[src/rtl/stm1_frame_sequencer_pkg.sv]
// Shared constants, slot/state types and slot decode for the STM-1 frame sequencer.
// AU pointer offset is fixed at 0, so VC4 POH always sits in column 9.
package stm1_frame_sequencer_pkg;

   localparam int STM1_LEN     = 270;
   localparam int STM1_ROWS    = 9;
   localparam int STM1_OH_COLS = 9;
   localparam int POH_COL      = 9;
   localparam int PTR_ROW      = 3;
   localparam int RSOH_ROWS    = 3;
   localparam int STM1_BYTES   = STM1_LEN * STM1_ROWS;

   localparam logic [7:0] FILL_BYTE = 8'h00;

   typedef enum logic [1:0] {
      SLOT_SOH,
      SLOT_PTR,
      SLOT_POH,
      SLOT_PAYLOAD
   } slot_t;

   typedef enum logic [1:0] {
      ST_IDLE,
      ST_RUN,
      ST_STOP_PEND
   } state_t;

   // Rows 0..2 are RSOH, row 3 carries the AU pointer, rows 4..8 are MSOH.
   function automatic slot_t slot_of(input logic [3:0] row, input logic [8:0] col);
      slot_t s;
      if (col < 9'(STM1_OH_COLS)) begin
         if (row < 4'(RSOH_ROWS))
            s = SLOT_SOH;
         else if (row == 4'(PTR_ROW))
            s = SLOT_PTR;
         else
            s = SLOT_SOH;
      end else if (col == 9'(POH_COL)) begin
         s = SLOT_POH;
      end else begin
         s = SLOT_PAYLOAD;
      end
      return s;
   endfunction

endpackage

[src/rtl/stm1_frame_sequencer_pos_counter.sv]
// Row/column/multiframe position counter for one STM-1 frame (270 x 9 bytes).
// last_o flags the final byte slot (row 8, col 269) of the frame.
module stm1_pos_counter
   import stm1_frame_sequencer_pkg::*;
(
   input  logic       clk,
   input  logic       rst_n,
   input  logic       advance_i,
   input  logic       clear_i,
   output logic [3:0] row_o,
   output logic [8:0] col_o,
   output logic [1:0] mfi_o,
   output logic       last_o
);

   logic [3:0] row_q, row_d;
   logic [8:0] col_q, col_d;
   logic [1:0] mfi_q, mfi_d;
   logic       col_wrap;
   logic       row_wrap;

   assign col_wrap = (col_q == 9'(STM1_LEN - 1));
   assign row_wrap = (row_q == 4'(STM1_ROWS - 1));

   // Clear only rewinds the position; the multiframe index keeps counting.
   always_comb begin
      row_d = row_q;
      col_d = col_q;
      mfi_d = mfi_q;
      if (clear_i) begin
         row_d = '0;
         col_d = '0;
      end else if (advance_i) begin
         if (col_wrap) begin
            col_d = '0;
            if (row_wrap) begin
               row_d = '0;
               mfi_d = mfi_q + 2'd1;
            end else begin
               row_d = row_q + 4'd1;
            end
         end else begin
            col_d = col_q + 9'd1;
         end
      end
   end

   always_ff @(posedge clk or negedge rst_n) begin
      if (!rst_n) begin
         row_q <= '0;
         col_q <= '0;
         mfi_q <= '0;
      end else begin
         row_q <= row_d;
         col_q <= col_d;
         mfi_q <= mfi_d;
      end
   end

   assign row_o  = row_q;
   assign col_o  = col_q;
   assign mfi_o  = mfi_q;
   assign last_o = col_wrap && row_wrap;

endmodule

[src/rtl/stm1_frame_sequencer.sv]
// Byte-serial STM-1 frame builder: picks SOH/PTR, POH or C4 payload for each slot
// and presents framed bytes downstream with a registered valid/ready output stage.
module stm1_frame_sequencer
   import stm1_frame_sequencer_pkg::*;
(
   input  logic       clk,
   input  logic       rst_n,
   input  logic       start,
   input  logic       stop_req,
   input  logic [7:0] oh_data,
   input  logic [7:0] poh_data,
   input  logic [7:0] c4_data,
   input  logic       c4_valid,
   output logic       c4_ready,
   output logic [7:0] out_data,
   output logic       out_valid,
   input  logic       out_ready,
   output logic [1:0] out_slot,
   output logic [3:0] out_row,
   output logic [8:0] out_col,
   output logic       out_sof,
   output logic [3:0] oh_row,
   output logic [8:0] oh_col,
   output logic [1:0] mfi,
   output logic       busy,
   output logic       underflow,
   output logic [1:0] dbg_state
);

   // Handshake: a byte transfers on any cycle where valid and ready are both high.
   // out_valid/out_data never change while out_valid=1 and out_ready=0; c4_data
   // is consumed in the cycle c4_valid and c4_ready are both high.

   state_t     state_q;
   logic [7:0] out_data_q;
   logic       out_valid_q;
   slot_t      out_slot_q;
   logic [3:0] out_row_q;
   logic [8:0] out_col_q;
   logic       out_sof_q;
   logic       underflow_q;

   logic [3:0] pos_row;
   logic [8:0] pos_col;
   logic       pos_last;
   logic       emit;
   slot_t      cur_slot;
   logic [7:0] byte_d;
   logic       starve;

   assign emit     = (state_q != ST_IDLE) && (!out_valid_q || out_ready);
   assign cur_slot = slot_of(pos_row, pos_col);

   stm1_pos_counter u_pos (
      .clk       (clk),
      .rst_n     (rst_n),
      .advance_i (emit),
      .clear_i   (state_q == ST_IDLE),
      .row_o     (pos_row),
      .col_o     (pos_col),
      .mfi_o     (mfi),
      .last_o    (pos_last)
   );

   always_comb begin
      byte_d = FILL_BYTE;
      starve = 1'b0;
      case (cur_slot)
         SLOT_SOH,
         SLOT_PTR:     byte_d = oh_data;
         SLOT_POH:     byte_d = poh_data;
         SLOT_PAYLOAD: begin
            if (c4_valid)
               byte_d = c4_data;
            else
               starve = 1'b1;
         end
         default:      byte_d = FILL_BYTE;
      endcase
   end

   // stop_req takes priority over start while running; start is ignored once stopping.
   always_ff @(posedge clk or negedge rst_n) begin
      if (!rst_n) begin
         state_q     <= ST_IDLE;
         out_data_q  <= '0;
         out_valid_q <= 1'b0;
         out_slot_q  <= SLOT_SOH;
         out_row_q   <= '0;
         out_col_q   <= '0;
         out_sof_q   <= 1'b0;
         underflow_q <= 1'b0;
      end else begin
         case (state_q)
            ST_IDLE: begin
               if (start) begin
                  state_q     <= ST_RUN;
                  underflow_q <= 1'b0;
               end
            end
            ST_RUN: begin
               if (stop_req)
                  state_q <= ST_STOP_PEND;
            end
            ST_STOP_PEND: begin
               if (emit && pos_last)
                  state_q <= ST_IDLE;
            end
            default: state_q <= ST_IDLE;
         endcase

         if (emit) begin
            out_valid_q <= 1'b1;
            out_data_q  <= byte_d;
            out_slot_q  <= cur_slot;
            out_row_q   <= pos_row;
            out_col_q   <= pos_col;
            out_sof_q   <= (pos_row == 4'd0) && (pos_col == 9'd0);
            if (starve)
               underflow_q <= 1'b1;
         end else if (out_ready) begin
            out_valid_q <= 1'b0;
         end
      end
   end

   assign c4_ready  = emit && (cur_slot == SLOT_PAYLOAD);
   assign out_data  = out_data_q;
   assign out_valid = out_valid_q;
   assign out_slot  = out_slot_q;
   assign out_row   = out_row_q;
   assign out_col   = out_col_q;
   assign out_sof   = out_sof_q;
   assign oh_row    = pos_row;
   assign oh_col    = pos_col;
   assign busy      = (state_q != ST_IDLE);
   assign underflow = underflow_q;
   assign dbg_state = state_q;

endmodule

[config.mk]
export PLATFORM = sky130hd
export DESIGN_NAME = stm1_frame_sequencer
export DESIGN_NICKNAME = d
export VERILOG_FILES = /design/src/rtl/stm1_frame_sequencer_pkg.sv /design/src/rtl/stm1_frame_sequencer_pos_counter.sv /design/src/rtl/stm1_frame_sequencer.sv
export SDC_FILE = /design/constraint.sdc
export NUM_CORES = 1
export LEC_CHECK = 0
export ABC_AREA = 1
export BUFFER_PORTS_ARGS = -buffer_cell sky130_fd_sc_hd__buf_2
export CORE_MARGIN = 2
export CORE_UTILIZATION = 55
export DETAILED_ROUTE_END_ITERATION = 8
export PLACE_DENSITY = 0.82
export SLEW_MARGIN = 10
export SYNTH_ARGS = -nofsm -noshare
export SYNTH_HDL_FRONTEND = slang
export SYNTH_HIERARCHICAL = 1
export SYNTH_SLANG_ARGS = --single-unit
[constraint.sdc]
create_clock -name clk -period 3.1 [get_ports clk]
set_input_delay 0.31 -clock clk [delete_from_list [all_inputs] [get_ports clk]]
set_output_delay 0.31 -clock clk [all_outputs]
set_load 0.03 [all_outputs]
Yosys cells after proc, flatten, opt, wreduce, memory -nomap -nowiden
Cells that the tools add are included.
{"block": "totals", "regBits": 43, "input_bits": 30, "out_inout_bits": 45, "wordCells": 73}
{"block": "classes", "addsub": 3, "n_lt_le_gt_ge": 2, "n_eq_ne": 12, "muxes": 25, "bitwise": 1, "reduce_logical": 19}
{"operator": "$mux W9", "count": 3}
{"operator": "$pmux W8 S3", "count": 1}
{"operator": "$mux W4", "count": 4}
{"operator": "$mux W1", "count": 11}
{"operator": "$add A9 B1 Y9 const B", "count": 1}
{"operator": "$eq A9 B4 Y1 const B", "count": 1}
{"operator": "$eq A9 B9 Y1 const B", "count": 1}
{"operator": "$logic_not A9 Y1", "count": 1}
{"operator": "$lt A9 B4 Y1 const B", "count": 1}
{"operator": "$mux W2", "count": 4}
{"operator": "$mux W8", "count": 1}
{"operator": "$reduce_bool A2 Y1", "count": 4}
{"operator": "$eq A2 B2 Y1 const B", "count": 3}
{"operator": "$ne A2 B2 Y1 const B", "count": 3}
{"operator": "$pmux W2 S3", "count": 1}
{"operator": "$logic_and A1 B1 Y1", "count": 5}
{"operator": "$add A4 B1 Y4 const B", "count": 1}
{"operator": "$eq A2 B1 Y1 const B", "count": 2}
{"operator": "$eq A4 B2 Y1 const B", "count": 1}
{"operator": "$eq A4 B4 Y1 const B", "count": 1}
{"operator": "$logic_not A2 Y1", "count": 2}
{"operator": "$logic_not A4 Y1", "count": 1}
{"operator": "$lt A4 B2 Y1 const B", "count": 1}
{"operator": "$reduce_and A4 Y1", "count": 1}
{"operator": "other kinds (7)", "count": 7}

Longest topological paths before layout
{"block": "depth", "ltp_word": 8, "depth_mapped": 10, "depth_no_buf": 9}

By module
The synthesis kept the hierarchy.
{"mod": "stm1_frame_sequencer", "n_inst": 1, "cells_each": 210, "area_each_um2": 1547.7, "seq_area_each_um2": 700.7}
{"mod": "stm1_pos_counter", "n_inst": 1, "cells_each": 136, "area_each_um2": 969.7, "seq_area_each_um2": 375.4}

Worst setup path before layout
No wires, ideal clock.
{"block": "synth_path", "path_type": "register to output", "startpoint": "register u_pos.col_q[2], in the netlist u_pos/col_o[2]", "endpoint": "output port c4_ready", "arrival_ps": 1590, "t_required_ps": 2790, "path_slack_ps": 1200, "stages_incl_launch_ff": 7, "n_path_buf": 0, "cell_sequence": "dfrtp_1 nor2_1 nand2_1 nand2_2 nand2_4 nand2_2 a21oi_1"}
{"block": "synth_between", "elab_chain_len": 5, "elab_cells_between_ends": 6, "classes_between": "order compare: 1; eq/ne: 2; mux: 2; reduce/logical: 1"}
{"item": "from (decl)", "line": "stm1_frame_sequencer_pos_counter.sv:17", "text": "logic [8:0] col_q, col_d;"}
{"item": "from (signal assigned)", "line": "stm1_frame_sequencer_pos_counter.sv:55", "text": "col_q <= col_d;"}
{"item": "parallel branches: the longest is 2 deep, another holds $lt A9 B4 Y1"}
{"item": "$mux W2 (*)", "line": "stm1_frame_sequencer_pkg.sv:31", "text": "if (col < 9'(STM1_OH_COLS)) begin"}
{"item": "$eq A2 B2 Y1 (*)", "line": "stm1_frame_sequencer.sv:127", "text": "assign c4_ready = emit && (cur_slot == SLOT_PAYLOAD);"}
{"item": "$logic_and A1 B1 Y1 (*)", "line": "stm1_frame_sequencer.sv:127"}
{"item": "to (decl)", "line": "stm1_frame_sequencer.sv:14", "text": "output logic c4_ready,"}
Every way passes the cells marked *.

Worst setup path in the final report
{"block": "layout_path", "startpoint": "register state_q[0], in the netlist dbg_state[0]", "endpoint": "output port c4_ready"}
{"block": "layout_between", "elab_chain_len": 3}
{"item": "from (decl)", "line": "stm1_frame_sequencer.sv:34", "text": "state_t state_q;"}
{"item": "from (signal assigned)", "line": "stm1_frame_sequencer.sv:85", "text": "state_q <= ST_IDLE;"}
{"item": "from (signal assigned)", "line": "stm1_frame_sequencer.sv:97", "text": "state_q <= ST_RUN;"}
{"item": "from (signal assigned)", "line": "stm1_frame_sequencer.sv:103", "text": "state_q <= ST_STOP_PEND;"}
{"item": "$reduce_bool A2 Y1", "line": "stm1_frame_sequencer.sv:51", "text": "assign emit = (state_q != ST_IDLE) && (!out_valid_q || out_ready);"}
{"item": "$logic_and A1 B1 Y1", "line": "stm1_frame_sequencer.sv:51"}
{"item": "$logic_and A1 B1 Y1", "line": "stm1_frame_sequencer.sv:127"}
Every way passes these cells.

==> run_results.csv <==
group,metric,value,unit
status,status,"completed",
floorplanning,core,0.00438,mm2
setup_path,end_kind,"output port",
synth,synth_compound_area_share,2.63,%
finish,num-fill-cells,395,
sta,setup_violations,0,
detailed_routing,vias_per_cell,5.22,
finish,antenna_cells,0,
clock_tree,insertion_delay,0.30,ns
synth,syn-num-nets,380,
finish,layout.nets,454,
clock_tree,cts_sinks,43,
setup_path,cp_max_fo,23,
synth,synthArstFlopShare,100,%
sta,period_share,69.7,%
global_routing,grt_overflow,0,
power_and_ir_drop,ir_worst_vdd,0.421,mV
sta,min_period,2.16,ns
clock_tree,clk_path_buf_depth,2,
floorplanning,num_io_pins,75,
detailed_routing,wl_met1,2.54,mm
placed_design,gp_congestion,0.867,
global_routing,grt_use_total,24.9,%
setup_path,critPathLaunch,"dbg_state[0]",
clock_tree,cts_resized,0,
clock_tree,cts_inserted_buffers,5,
synth,synth_ff_type,"dfrtp_1",
global_routing,grt_max_degree,44,
detailed_routing,drt_iter0_drc,202,
detailed_routing,routed_wl,6.01,mm
sta,worst_slew_pin_slew,0.945,ns
synth,ys_top_cells_by_area,"dfrtp_1 (43%), nand2_1 (20%), nand3_1 (7.4%)",
setup_path,critPathKind,"flip-flop to output port",
detailed_routing,wl_per_cell,12.7,um
finish,multi_input_area,0.00120,mm2
synth,ys_seq_elements,43,
synth,synth_cells,346,
finish,finalInstanceArea,0.00301,mm2
placed_design,port_buffers,74,
synth,syn_area_per_cell,7.28,um2
synth,synthTopCellsByCount,"nand2_1 (137), inv_1 (45), dfrtp_1 (43)",
detailed_routing,drc,0,
sta,fmax,463,MHz
synth,synth-xor-area-share,1.39,%
sta,maxSlewHeadroom,37.0,%
floorplanning,rows,24,
synth,yosys_warnings,6,
placed_design,pre_cts_ws,1.28,ns
synth,yosysMostFrequentCell,"nand2_1",
clock_tree,cts_hold_buf,0,
min_path,min_path_type,"input port to async pin",
placed_design,postPlaceCellArea,0.00289,mm2
synth,syn_area,0.00252,mm2
global_routing,antenna_found_initial,0,
synth,synth_seq_area_share,42.7,%
synth,synthMuxAreaShare,0,%
synth,synth_top_family_by_area,"simple AND/OR/NAND/NOR gates",
clock_tree,htreeDepth,2,
floorplanning,dieArea,0.00513,mm2
synth,ys_types,29,
floorplanning,initial_core_util,57.4,%
sta,setup_slack,0.940,ns
sta,fin_tns_setup,0,ns
sta,rsz0062_at_grt,"false",
synth,synth_edf_count,0,
power_and_ir_drop,pwr_density_cell,731,mW/mm2
placed_design,dpl.hpwl,4.30,mm
detailed_routing,wl_met3,564,um
sta,report.final.slew_viol_count,0,
setup_path,cp-start-kind,"flip-flop",
detailed_routing,met2_length,2.81,mm
detailed_routing,drtAntennaViolNets,0,
clock_tree,clkSlewWorstSetupHoldPaths,0.08,ns
clock_tree,postCtsSetupRepairBufs,0,
setup_path,crit_arrival,1.85,ns
job,maxCapViolCount,0,
sta,fin_skew,0.00628,ns
global_routing,grt_pass1_wl,10.0,mm
synth,synthAdderAreaFrac,1.99,%
sta,final_hold_viol_count,0,
floorplanning,die_height,71.7,um
finish,layout-drive-gt1-share,25.7,%
detailed_routing,route.vias.total,2470,
clock_tree,root_buffer,"clkbuf_8",
clock_tree,cts_tree,"yes",
finish,area_delta_synth_final,19.6,%
synth,synth_top_area_share,42.7,%
finish,ff_latch_area,0.00108,mm2
global_routing,grt_pass1_vias,2220,
synth,synth_top_area_cell,"dfrtp_1",
floorplanning,fp.dieW,71.7,um
setup_path,worst_ep_required_time,2.79,ns
detailed_routing,top_layer_used,"met4",
synth,synth-simple-area-share,41.6,%
setup_path,r2r-start,"dbg_state[0]",
power_and_ir_drop,power.leakage,1.80,nW
detailed_routing,firstDrtPassIters,5,
==> worst paths after layout <==
path | end | slack (ns) | depth (start not counted)
setup / recovery | c4_ready | 0.94 | 5
hold / removal | out_col[7] | 0.15 | 1
setup reg to reg | u_pos/col_o[8] | 1.27 | 8
hold reg to reg | out_row[2] | 0.47 | 2
max in group asynchronous | out_row[2] | 2.36 | 1
min in group clk | dbg_state[0] | 0.23 | 2
==> layout by cell type (no fill, tap or decap), drive strengths merged <==
cell type | netlist | routed
nand2 | 146 | 146
a211o | 1 | 1
o22ai | 2 | 2
nand4 | 6 | 6
a21oi | 2 | 2
nand3 | 39 | 39
clkbuf | 1 | 6
o21ai | 7 | 7
inv | 49 | 49
xor2 | 2 | 2
nor4 | 1 | 1
xnor2 | 2 | 2
bufinv | 0 | 1
nand3b | 1 | 1
buf | 6 | 74
clkinv | 0 | 1
nor2 | 34 | 34
ha | 4 | 4
dfrtp | 43 | 43
==> routing by layer <==
| metal | up-vias | global-route usage [%] |
|---|---|---|
| li1 | 1213 | - |
| met4 | 0 | 8.39 |
| met1 | 1133 | 32.1 |
| met5 | - | 0 |
| met3 | 10 | 6.33 |
| met2 | 114 | 40.8 |
==> metrics by stage <==
step | hold WS [ns] | util, % | total power, W | std cells
floorplan | 0.0144 | - | 0.00152 | 346
global placement | 0.456 | 66.0 | 0.00174 | 465
detailed placement | 0.460 | 66.0 | 0.00176 | 465
CTS | 0.191 | 68.7 | 0.00222 | 473
global route | 0.223 | 68.7 | 0.00235 | 473
finish | 0.154 | 68.7 | 0.00220 | 473
==> logic make-up (layout without fill, tap and decap cells) <==
group,Yosys count,in the layout
compound gates,12,12
buf+inv,56,131
xor+xnor,4,4
simple gates,227,227
flops,43,43
fa+ha+maj,4,4
==> power breakdown <==
group | switching, W | total [W] | internal (W)
sequential | 0.000106 | 0.000783 | 0.000677
clock | 0.000189 | 0.000450 | 0.000261
combinational | 0.000711 | 0.000968 | 0.000257
total | 0.00101 | 0.00220 | 0.00119
==> cell type report <==
class                           count  area share [%]
Clock buffer                        6            2.74
Clock inverter                      2            1.16
Inverter                           49            6.11
Multi-Input combinational cell    247            39.8
Sequential cell                    43            35.7
Tap cell                           52            2.16
Timing Repair Buffer               74            12.3
==> state kept, by name (all words and copies together) (netlist names) <==
name / count
dbg_state: 2
out_valid: 1
u_pos/col_o: 9
underflow: 1
out_col: 9
out_slot: 2
out_sof: 1
u_pos/row_o: 4
out_data: 8
out_row: 4
u_pos/mfi_o: 2
==> worst max-delay path, cell delays in order (launching register included) <==
cell and delay [ns]:
dfrtp_1 0.46, nor2_4 0.09, nor2_4 0.48, nand2_2 0.16
a21oi_1 0.15, buf_2 0.21
No activity file was read; power rests on OpenSTA's default activity.
